### src/rtl/log_spawner.sv
// log_spawner: owns the river log pool. Paced by timer_done, it scans the
// lanes one per cycle. A lane whose gap counter expires claims its lowest
// free slot and loads that slot's spawn offsets. Exit pulses from the log
// movers free slots again.
//
// state | meaning
// IDLE  | spawning frozen, waiting for game_run
// RUN   | waiting for a spawn tick (or a held pending tick)
// SCAN  | visiting lane r_lane this cycle, lanes 0..NUM_LANES-1 in order
module log_spawner #(
  parameter int NUM_OF_LOGS   = 30,
  parameter int NUM_LANES     = 5,
  parameter int LOGS_PER_LANE = 6,
  parameter int FIRST_LANE_Y  = 64,
  parameter int LANE_HEIGHT   = 32,
  parameter int RIGHT_EDGE_X  = 448,
  parameter int MIN_GAP       = 2
) (
  input  logic                   CLK,
  input  logic                   RESET,
  input  logic                   game_run,
  input  logic                   timer_done,
  input  logic [3:0]             random_0_15,
  input  logic [NUM_OF_LOGS-1:0] log_exit,
  output logic [NUM_OF_LOGS-1:0] enable,
  output logic [8:0]             start_offsetX [NUM_OF_LOGS],
  output logic [8:0]             start_offsetY [NUM_OF_LOGS],
  output logic                   spawn_valid,
  output logic [4:0]             spawn_index,
  output logic [NUM_LANES-1:0]   lane_overflow
);

  localparam int LANE_W = (NUM_LANES > 1) ? $clog2(NUM_LANES) : 1;

  typedef enum logic [1:0] {
    S_IDLE = 2'd0,
    S_RUN  = 2'd1,
    S_SCAN = 2'd2
  } state_t;

  state_t                 r_state;
  logic [LANE_W-1:0]      r_lane;
  logic                   r_pending;
  logic [4:0]             r_gap [NUM_LANES];

  logic [NUM_OF_LOGS-1:0] r_enable;
  logic [8:0]             r_off_x [NUM_OF_LOGS];
  logic [8:0]             r_off_y [NUM_OF_LOGS];
  logic                   r_spawn_valid;
  logic [4:0]             r_spawn_index;
  logic [NUM_LANES-1:0]   r_overflow;

  logic [4:0]             w_gap_cur;
  logic                   w_gap_hit;
  logic                   w_last_lane;
  logic [4:0]             w_reload;
  logic                   w_found;
  logic [4:0]             w_slot;
  logic                   w_spawn;
  logic [NUM_OF_LOGS-1:0] w_spawn_mask;
  logic [8:0]             w_lane_x;
  logic [8:0]             w_lane_y;

  // Gap counter of the lane being scanned (select by compare, never out of range)
  always_comb begin
    w_gap_cur = '0;
    for (int k = 0; k < NUM_LANES; k++) begin
      if (LANE_W'(k) == r_lane) w_gap_cur = r_gap[k];
    end
  end

  assign w_gap_hit   = (r_state == S_SCAN) && (w_gap_cur == 5'd1);
  assign w_last_lane = (r_lane == LANE_W'(NUM_LANES - 1));
  assign w_reload    = 5'(MIN_GAP) + {1'b0, random_0_15};

  // Lowest free slot of the scanned lane; an exiting slot counts as free
  always_comb begin
    w_found = 1'b0;
    w_slot  = '0;
    for (int i = NUM_OF_LOGS - 1; i >= 0; i--) begin
      if (((i / LOGS_PER_LANE) == int'(r_lane)) && (!r_enable[i] || log_exit[i])) begin
        w_found = 1'b1;
        w_slot  = 5'(i);
      end
    end
  end

  assign w_spawn      = w_gap_hit && w_found;
  assign w_spawn_mask = w_spawn ? (NUM_OF_LOGS'(1) << w_slot) : '0;

  // Odd lanes run leftward, so their logs enter from the right edge
  assign w_lane_x = r_lane[0] ? 9'(RIGHT_EDGE_X) : 9'd0;
  assign w_lane_y = 9'(FIRST_LANE_Y) + 9'(LANE_HEIGHT) * 9'(r_lane);

  // Sequencer: state, lane pointer, held tick and per-lane gap counters
  always_ff @(posedge CLK) begin
    if (RESET) begin
      r_state   <= S_IDLE;
      r_lane    <= '0;
      r_pending <= 1'b0;
      for (int k = 0; k < NUM_LANES; k++) r_gap[k] <= 5'(k + 1);
    end else begin
      case (r_state)
        S_IDLE: begin
          if (game_run) r_state <= S_RUN;
        end
        S_RUN: begin
          if (!game_run) begin
            r_state <= S_IDLE;
          end else if (timer_done || r_pending) begin
            r_state   <= S_SCAN;
            r_lane    <= '0;
            // a fresh tick arriving while one is already held stays held
            r_pending <= r_pending & timer_done;
          end
        end
        S_SCAN: begin
          if (timer_done) r_pending <= 1'b1;
          for (int k = 0; k < NUM_LANES; k++) begin
            if (LANE_W'(k) == r_lane) begin
              r_gap[k] <= (w_gap_cur == 5'd1) ? w_reload : (r_gap[k] - 5'd1);
            end
          end
          if (w_last_lane) begin
            r_state <= game_run ? S_RUN : S_IDLE;
            r_lane  <= '0;
          end else begin
            r_lane <= r_lane + LANE_W'(1);
          end
        end
        default: r_state <= S_IDLE;
      endcase
    end
  end

  // Slot pool: exits clear enables, a spawn sets its slot (spawn wins a tie)
  always_ff @(posedge CLK) begin
    if (RESET) begin
      r_enable      <= '0;
      r_spawn_valid <= 1'b0;
      r_spawn_index <= '0;
      r_overflow    <= '0;
      for (int i = 0; i < NUM_OF_LOGS; i++) begin
        r_off_x[i] <= '0;
        r_off_y[i] <= '0;
      end
    end else begin
      r_enable      <= (r_enable & ~log_exit) | w_spawn_mask;
      r_spawn_valid <= w_spawn;
      if (w_spawn) r_spawn_index <= w_slot;
      for (int i = 0; i < NUM_OF_LOGS; i++) begin
        if (w_spawn_mask[i]) begin
          r_off_x[i] <= w_lane_x;
          r_off_y[i] <= w_lane_y;
        end
      end
      for (int k = 0; k < NUM_LANES; k++) begin
        if (w_gap_hit && !w_found && (LANE_W'(k) == r_lane)) r_overflow[k] <= 1'b1;
      end
    end
  end

  assign enable        = r_enable;
  assign start_offsetX = r_off_x;
  assign start_offsetY = r_off_y;
  assign spawn_valid   = r_spawn_valid;
  assign spawn_index   = r_spawn_index;
  assign lane_overflow = r_overflow;

endmodule

### config.mk
export PLATFORM = sky130hd
export DESIGN_NAME = log_spawner
export DESIGN_NICKNAME = d
export VERILOG_FILES = /design/src/rtl/log_spawner.sv
export SDC_FILE = /design/constraint.sdc
export NUM_CORES = 1
export LEC_CHECK = 0
export BUFFER_PORTS_ARGS = -buffer_cell sky130_fd_sc_hd__buf_4
export CAP_MARGIN = 25
export CORE_AREA = 2 2 239 241
export DETAILED_ROUTE_END_ITERATION = 10
export DIE_AREA = 0 0 241 243
export PLACE_DENSITY_LB_ADDON = 0.12
export SLEW_MARGIN = 20
export SYNTH_ARGS = -nofsm -noshare
export SYNTH_HDL_FRONTEND = slang
export SYNTH_SLANG_ARGS = --single-unit
### constraint.sdc
create_clock -name CLK -period 9.3 [get_ports CLK]
set_input_delay 0.93 -clock CLK [delete_from_list [all_inputs] [get_ports CLK]]
set_output_delay 0.93 -clock CLK [all_outputs]
set_load 0.05 [all_outputs]
==> flow_summary_export.csv, run 1 <==
group,metric,value,unit
outcome,status,"finished, final reports clean",
global_routing,grt_use_total,15.2,%
sta,period_needed,4830,ps
sta,finalCritPeriodShare,51.9,%
synth,ys_ff_latch,192,
setup_path,crit_family,"compound AO/OA/AOI/OAI gates",
pwr,leakage,5.86,nW
setup_path,path_max_fanout,54,
global_routing,use_met1,20.1,%
die,fp.dieW,241,um
final_layout,final_common_cell,"conb_1",
placed_design,port_buffers,288,
clock_tree,clockBufferDepth,2,
clock_tree,cts_made_buffers,17,
final_layout,area_delta_synth_final,13.8,%
synth,yosys_warnings,0,
synth,async_flop_share,0,%
synth,syn_inst,1425,
global_routing,grt-ovfl-total,0,
die,die_y,243,um
pwr,power.density,144,nW/um2
synth,ys_types,76,
clock_tree,ctsRootBufferMaster,"clkbuf_16",
global_routing,antenna_found_initial,2,
route,drt_iter0_drc,515,
setup_path,path_buf_inv,3,
sta,fin_tns_setup,0,ps
clock_tree,postCtsHoldBufs,0,
clock_tree,clock_sinks,192,
sta,max_slew_margin,26.1,%
die,initial_core_util,21.7,%
placed_design,gp_congestion,0.813,
clock_tree,cts-resized-gates,0,
route,wire_per_inst,19.8,um
synth,syn_area,12100,um2
route,vias_per_cell,4.12,
final_layout,drive_gt1_share,23.0,%
placed_design,hpwlAfterDp,34600,um
setup_path,path_cells,"inv_1 > ha_1 > nand4b_1 > a311o_1 > a221oi_1 > o311a_2 > buf_4 > nor2_1 > buf_4 > o211ai_1 > mux2i_1",
global_routing,grt_pass1_wl,65100,um
sta,skew,10.1,ps
synth,synth-edff-count,25,
placed_design,dp.cells,2317,
global_routing,grt_pass1_vias,8931,
setup_path,cp-start-kind,"register",
synth,synth_ff_type,"dfxtp_1",
route,ant_nets,0,
sta,finalHoldViolCount,0,
setup_path,setup.worst_path.end_class,"register",
placed_design,place_ws,4490,ps
final_layout,instances_no_fill,2350,
route,first_pass_iters,4,
die,placementRows,87,
final_layout,fillCellCount,6142,
setup_path,path_class,"reg2reg",
sta,worst_slew_pin_slew,1090,ps
setup_path,cp_slowest_cell,"inv_1",
job,maxCapViolations,0,
route,finalWirelength,46500,um
min_path,min_path_type,"reg2reg",
pwr,p_total,1.99,mW
final_layout,nNetsFinal,1630,
clock_tree,htreeDepth,4,
sta,finalMaxSlewViolations,0,
setup_path,worstPathRequired,9680,ps
pwr,vdd_drop_max,0.0900,mV
synth,yosysSeqAreaShare,33.8,%
clock_tree,cts_tree,"done",
setup_path,cp_common_cell,"buf_4",
route,vias,9692,
die,ioPinCount,619,
sta,fin_ws,4470,ps
synth,avgSynthCellArea,8.50,um2
die,dieArea,58600,um2
route,drc,0,
global_routing,use_met2,25.0,%
sta,grt_setup_unrepaired,"false",
clock_tree,insertion_delay,460,ps
global_routing,busiest_layer,"met2",
clock_tree,cts_setup_buffers,0,
sta,final-setup-viol-count,0,
final_layout,final_cell_mix,"conb_1, buf_4, dfxtp_1, a21oi_1, nand2_1",
setup_path,crit_arrival,5210,ps
sta,fmax,207,MHz
die,fp.coreArea,56000,um2
global_routing,grt_start_max_net_pins,70,
global_routing,met3_usage,3.33,%
clock_tree,clk_pin_slew,70,ps
setup_path,critPathMaxStageDelay,730,ps
power by group:
group / internal [mW] / switching, mW / total (mW)
clock network: 0.409 / 0.364 / 0.772
registers: 0.842 / 0.00392 / 0.846
logic: 0.0240 / 0.348 / 0.372
total: 1.28 / 0.716 / 1.99
flip-flops by register name, indices dropped and copies added, names as in the netlist:
| signal | cells |
|---|---|
| enable | 30 |
| lane_overflow | 5 |
| r_gap | 25 |
| r_lane | 3 |
| r_pending | 1 |
| r_state | 2 |
| spawn_index | 5 |
| spawn_valid | 1 |
| start_offsetY | 120 |
worst register-to-register path, cell delays in order (launching register included):
cell	delay [ps]
dfxtp_1	360
inv_1	730
ha_1	500
nand4b_1	240
a311o_1	380
a221oi_1	610
o311a_2	260
buf_4	540
nor2_1	130
buf_4	250
o211ai_1	480
mux2i_1	260
per-stage QoR:
stage | util (%) | area, um2 | hold WS (ps)
final | 24.7 | 13800 | 465
after global routing | 24.7 | 13800 | 489
after CTS | 24.6 | 13800 | 471
after detailed placement | 23.6 | 13200 | 453
after global placement | 23.5 | 13200 | 447
after floorplan | - | 13400 | 469
Yosys cell counts, drive strengths merged (3+ instances only):
cell | n | share of area (%)
nor3 | 14 | 0.88
a211oi | 5 | 0.31
mux2i | 35 | 2.9
o211ai | 6 | 0.37
o31ai | 62 | 4.0
o31a | 3 | 0.22
edfxtp | 25 | 6.2
o21a | 7 | 0.43
a21oi | 154 | 6.4
nor4bb | 7 | 0.58
and3 | 3 | 0.15
xor2 | 8 | 0.58
xnor2 | 8 | 0.58
nand2b | 32 | 1.7
inv | 21 | 0.65
nor2 | 40 | 1.4
o22ai | 4 | 0.21
o221a | 3 | 0.28
a21o | 4 | 0.25
dfxtp | 167 | 28
nand3 | 55 | 2.3
o21ai | 51 | 2.2
nand4 | 62 | 3.2
clkbuf | 62 | 1.9
nor2b | 12 | 0.62
and2 | 3 | 0.15
a31oi | 3 | 0.15
nand4b | 4 | 0.29
ha | 12 | 1.2
nand2 | 74 | 2.3
a2111oi | 3 | 0.42
buf | 437 | 27
cell families (layout without fill, tap and decap cells):
kind of cell	count (synthesis)	in the layout	synth area share (%)
multiplexers	35	35	2.89
buffers and inverters	520	359	29.3
AO/OA/AOI/OAI	335	335	17.6
AND/OR/NAND/NOR	314	314	14.0
XOR/XNOR	16	16	1.16
other	1	331	0.0309
adder cells (fa/ha/maj)	12	12	1.24
flip-flops	192	192	33.8
final cells by class:
type / count / area [um2] / share of cell area (%)
clock inverters: 10 / 100 / 0.726
repair buffers: 306 / 2320 / 16.8
clock buffers: 22 / 494 / 3.58
flip-flops and latches: 192 / 4090 / 29.7
well taps: 756 / 946 / 6.86
diodes: 1 / 2.50 / 0.0181
multi-input cells: 1042 / 5760 / 41.8
inverters: 21 / 78.8 / 0.572
worst paths after layout:
check | end | depth (start not counted) | from | slack (ps)
setup reg to reg | start_offsetY[87] | 11 | r_lane[1] | 4470
hold reg to reg | start_offsetY[267] | 2 | start_offsetY[267] | 470
setup / recovery | start_offsetY[87] | 11 | r_lane[1] | 4470
hold / removal | start_offsetY[267] | 2 | start_offsetY[267] | 470
metal layers:
metal / share of wire, % / routed length [um] / vias up
met2: 48 / 22400 / 379
met4: 1.3 / 599 / 2
met5: 0.034 / 16 / -
met1: 44 / 20700 / 4714
li1: - / - / 4569
met3: 6.0 / 2770 / 28
(Power assumes the default switching activity.)
==> inputs of run 2 (changes only) <==
--- a/config.mk
+++ b/config.mk
@@ -5,11 +5,12 @@
 export SDC_FILE = /design/constraint.sdc
 export NUM_CORES = 1
 export LEC_CHECK = 0
+export ABC_AREA = 1
 export BUFFER_PORTS_ARGS = -buffer_cell sky130_fd_sc_hd__buf_4
 export CAP_MARGIN = 25
-export CORE_AREA = 2 2 239 241
+export CORE_AREA = 2 2 243 245
 export DETAILED_ROUTE_END_ITERATION = 10
-export DIE_AREA = 0 0 241 243
+export DIE_AREA = 0 0 245 247
 export PLACE_DENSITY_LB_ADDON = 0.12
 export SLEW_MARGIN = 20
 export SYNTH_ARGS = -nofsm -noshare
==> constraint.sdc (replaced) <==
create_clock -name CLK -period 5 [get_ports CLK]
set_input_delay 0.5 -clock CLK [delete_from_list [all_inputs] [get_ports CLK]]
set_output_delay 0.5 -clock CLK [all_outputs]
set_load 0.05 [all_outputs]
==> flow_summary_export.csv, run 2 <==
group,metric,value,unit
route,drc,0,
pwr,comb_power_share,18.9,%
synth,synth_common_cells,"buf_4, nor2_1, dfxtp_1",
setup_path,cp-start-kind,"register",
clock_tree,ctsRootBufferMaster,"clkbuf_16",
pwr,p_clk_share,38.1,%
clock_tree,htreeDepth,4,
route,vias,8936,
final_layout,nNetsFinal,1783,
sta,grt_setup_unrepaired,"false",
pwr,switching_share,37.1,%
sta,final-setup-viol-count,0,
synth,yosys.area.top_type,"dfxtp_1",
setup_path,cp_slowest_cell,"ha_1",
pwr,p_sw,1.36,mW
setup_path,cp_common_cell,"nand2_1",
sta,finalMaxSlewViolations,0,
synth,syn_area,11600,um2
synth,synth_most_common_cell,"buf_4",
setup_path,path_class,"reg2reg",
route,vias_per_cell,3.55,
die,die_y,247,um
pwr,power.density,275,nW/um2
global_routing,antenna_found_initial,0,
die,dieArea,60500,um2
sta,worst_slew_pin_slew,821,ps
sta,fmax,263,MHz
route,wire_per_inst,15.8,um
final_layout,diodes,0,
sta,finalCritPeriodShare,76.0,%
synth,syn_inst,1545,
sta,finalHoldViolCount,0,
global_routing,grt_use_total,12.7,%
setup_path,path_max_fanout,17,
global_routing,grt-ovfl-total,0,
final_layout,fillCellCount,6522,
setup_path,critPathMaxStageDelay,420,ps
setup_path,worstPathRequired,5360,ps
synth,yosysSeqAreaShare,35.4,%
pwr,vdd_drop_max,0.262,mV
sta,max_slew_margin,44.7,%
outcome,status,"finished, final reports clean",
die,fp.coreArea,58200,um2
global_routing,grt_pass1_vias,8100,
pwr,leakage,6.40,nW
global_routing,grt_start_max_net_pins,80,
clock_tree,clock_sinks,192,
synth,ys_types,40,
synth,netlist_top_cells_area,"dfxtp_1, buf_4, nor2_1",
clock_tree,cts-resized-gates,0,
placed_design,port_buffers,288,
global_routing,grt_pass1_wl,55900,um
setup_path,crit_arrival,4160,ps
min_path,min_path_type,"in2reg",
clock_tree,clk_pin_slew,70,ps
die,initial_core_util,19.8,%
synth,synth_ff_type,"dfxtp_1",
synth,synth_top_area_share,28.9,%
final_layout,area_delta_synth_final,14.9,%
clock_tree,cts_made_buffers,17,
synth,synth-edff-count,25,
synth,avgSynthCellArea,7.48,um2
sta,fin_tns_setup,0,ps
placed_design,hpwlAfterDp,30400,um
placed_design,gp_congestion,0.756,
job,maxCapViolations,0,
pwr,internal_power,2.30,mW
route,ant_nets,0,
die,placementRows,89,
sta,whs,293,ps
route,finalWirelength,39800,um
sta,skew,21.7,ps
sta,period_needed,3800,ps
synth,ys_ff_latch,192,
synth,async_flop_share,0,%
route,drt_iter0_drc,421,
final_layout,drive_gt1_share,22.2,%
setup_path,setup.worst_path.end_class,"register",
clock_tree,clockBufferDepth,2,
clock_tree,postCtsHoldBufs,0,
final_layout,final_cell_mix,"conb_1, buf_4, nor2_1, dfxtp_1, nand2_1",
synth,yosys_warnings,0,
die,ioPinCount,619,
clock_tree,cts_tree,"done",
route,first_pass_iters,5,
die,fp.dieW,245,um
pwr,sequentialPowerShare,43.0,%
clock_tree,insertion_delay,490,ps
final_layout,final_common_cell,"conb_1",
final_layout,largest_reg_flops,120,
clock_tree,cts_setup_buffers,0,
-- run 2: final cells by class --
type	instances	area (um2)	share of cell area (%)
Clock buffer	19	453	3.41
Clock inverter	13	115	0.867
Inverter	129	485	3.66
Timing Repair Buffer	304	2280	17.2
Multi-Input combinational cell	1089	4880	36.8
Sequential cell	192	4090	30.8
Tap cell	773	967	7.28
-- run 2: path summary, 6_finish.rpt --
| path | start | end | slack [ps] | cells after the start |
|---|---|---|---|---|
| setup reg to reg | r_lane[1] | start_offsetY[104] | 1200 | 30 |
| hold reg to reg | spawn_index[4] | spawn_index[4] | 480 | 2 |
| setup / recovery | r_lane[1] | start_offsetY[104] | 1200 | 30 |
| hold / removal | timer_done | r_pending | 290 | 3 |
-- run 2: cell families after synthesis --
| group | Yosys count | share of synthesized area, % |
|---|---|---|
| XOR/XNOR | 11 | 0.834 |
| AO/OA/AOI/OAI | 235 | 10.5 |
| AND/OR/NAND/NOR | 501 | 18.9 |
| adder cells (fa/ha/maj) | 12 | 1.30 |
| flip-flops | 192 | 35.4 |
| buffers and inverters | 593 | 33.1 |
| other | 1 | 0.0324 |
-- run 2: critical path, delay by kind of cell (launching register included) --
family                   cells  cell delay (ps)
flip-flops                   1              360
AND/OR/NAND/NOR             26             2090
AO/OA/AOI/OAI                1              300
buffers and inverters        1              310
adder cells (fa/ha/maj)      2              630
-- run 2: metrics by stage --
stage	util (%)	setup slack (ps)	cells	area [um2]	power (mW)
finish	22.8	1200	2519	13300	3.66
CTS	22.8	1060	2517	13300	3.72
global placement	21.8	1010	2485	12700	2.30
detailed placement	21.8	1090	2485	12700	2.29
global route	22.8	686	2519	13300	3.81
floorplan	-	1810	1874	12800	2.43
-- run 2: power by group through the flow --
stage          logic (mW)  clock network, mW  registers, mW
2_1_floorplan       0.825                  0           1.61
3_3_place_gp        0.687                  0           1.61
3_5_place_dp        0.687                  0           1.61
4_1_cts             0.687               1.46           1.57
5_1_grt             0.728               1.51           1.57
6_report            0.691               1.39           1.57
-- run 2: layer usage --
layer | vias up | share of wire [%] | GRT usage, %
met1 | 4167 | 44 | 16.1
met2 | 263 | 50 | 21.6
li1 | 4474 | - | -
met3 | 32 | 4.0 | 2.63
met5 | - | 0 | 0
met4 | 0 | 1.6 | 3.91
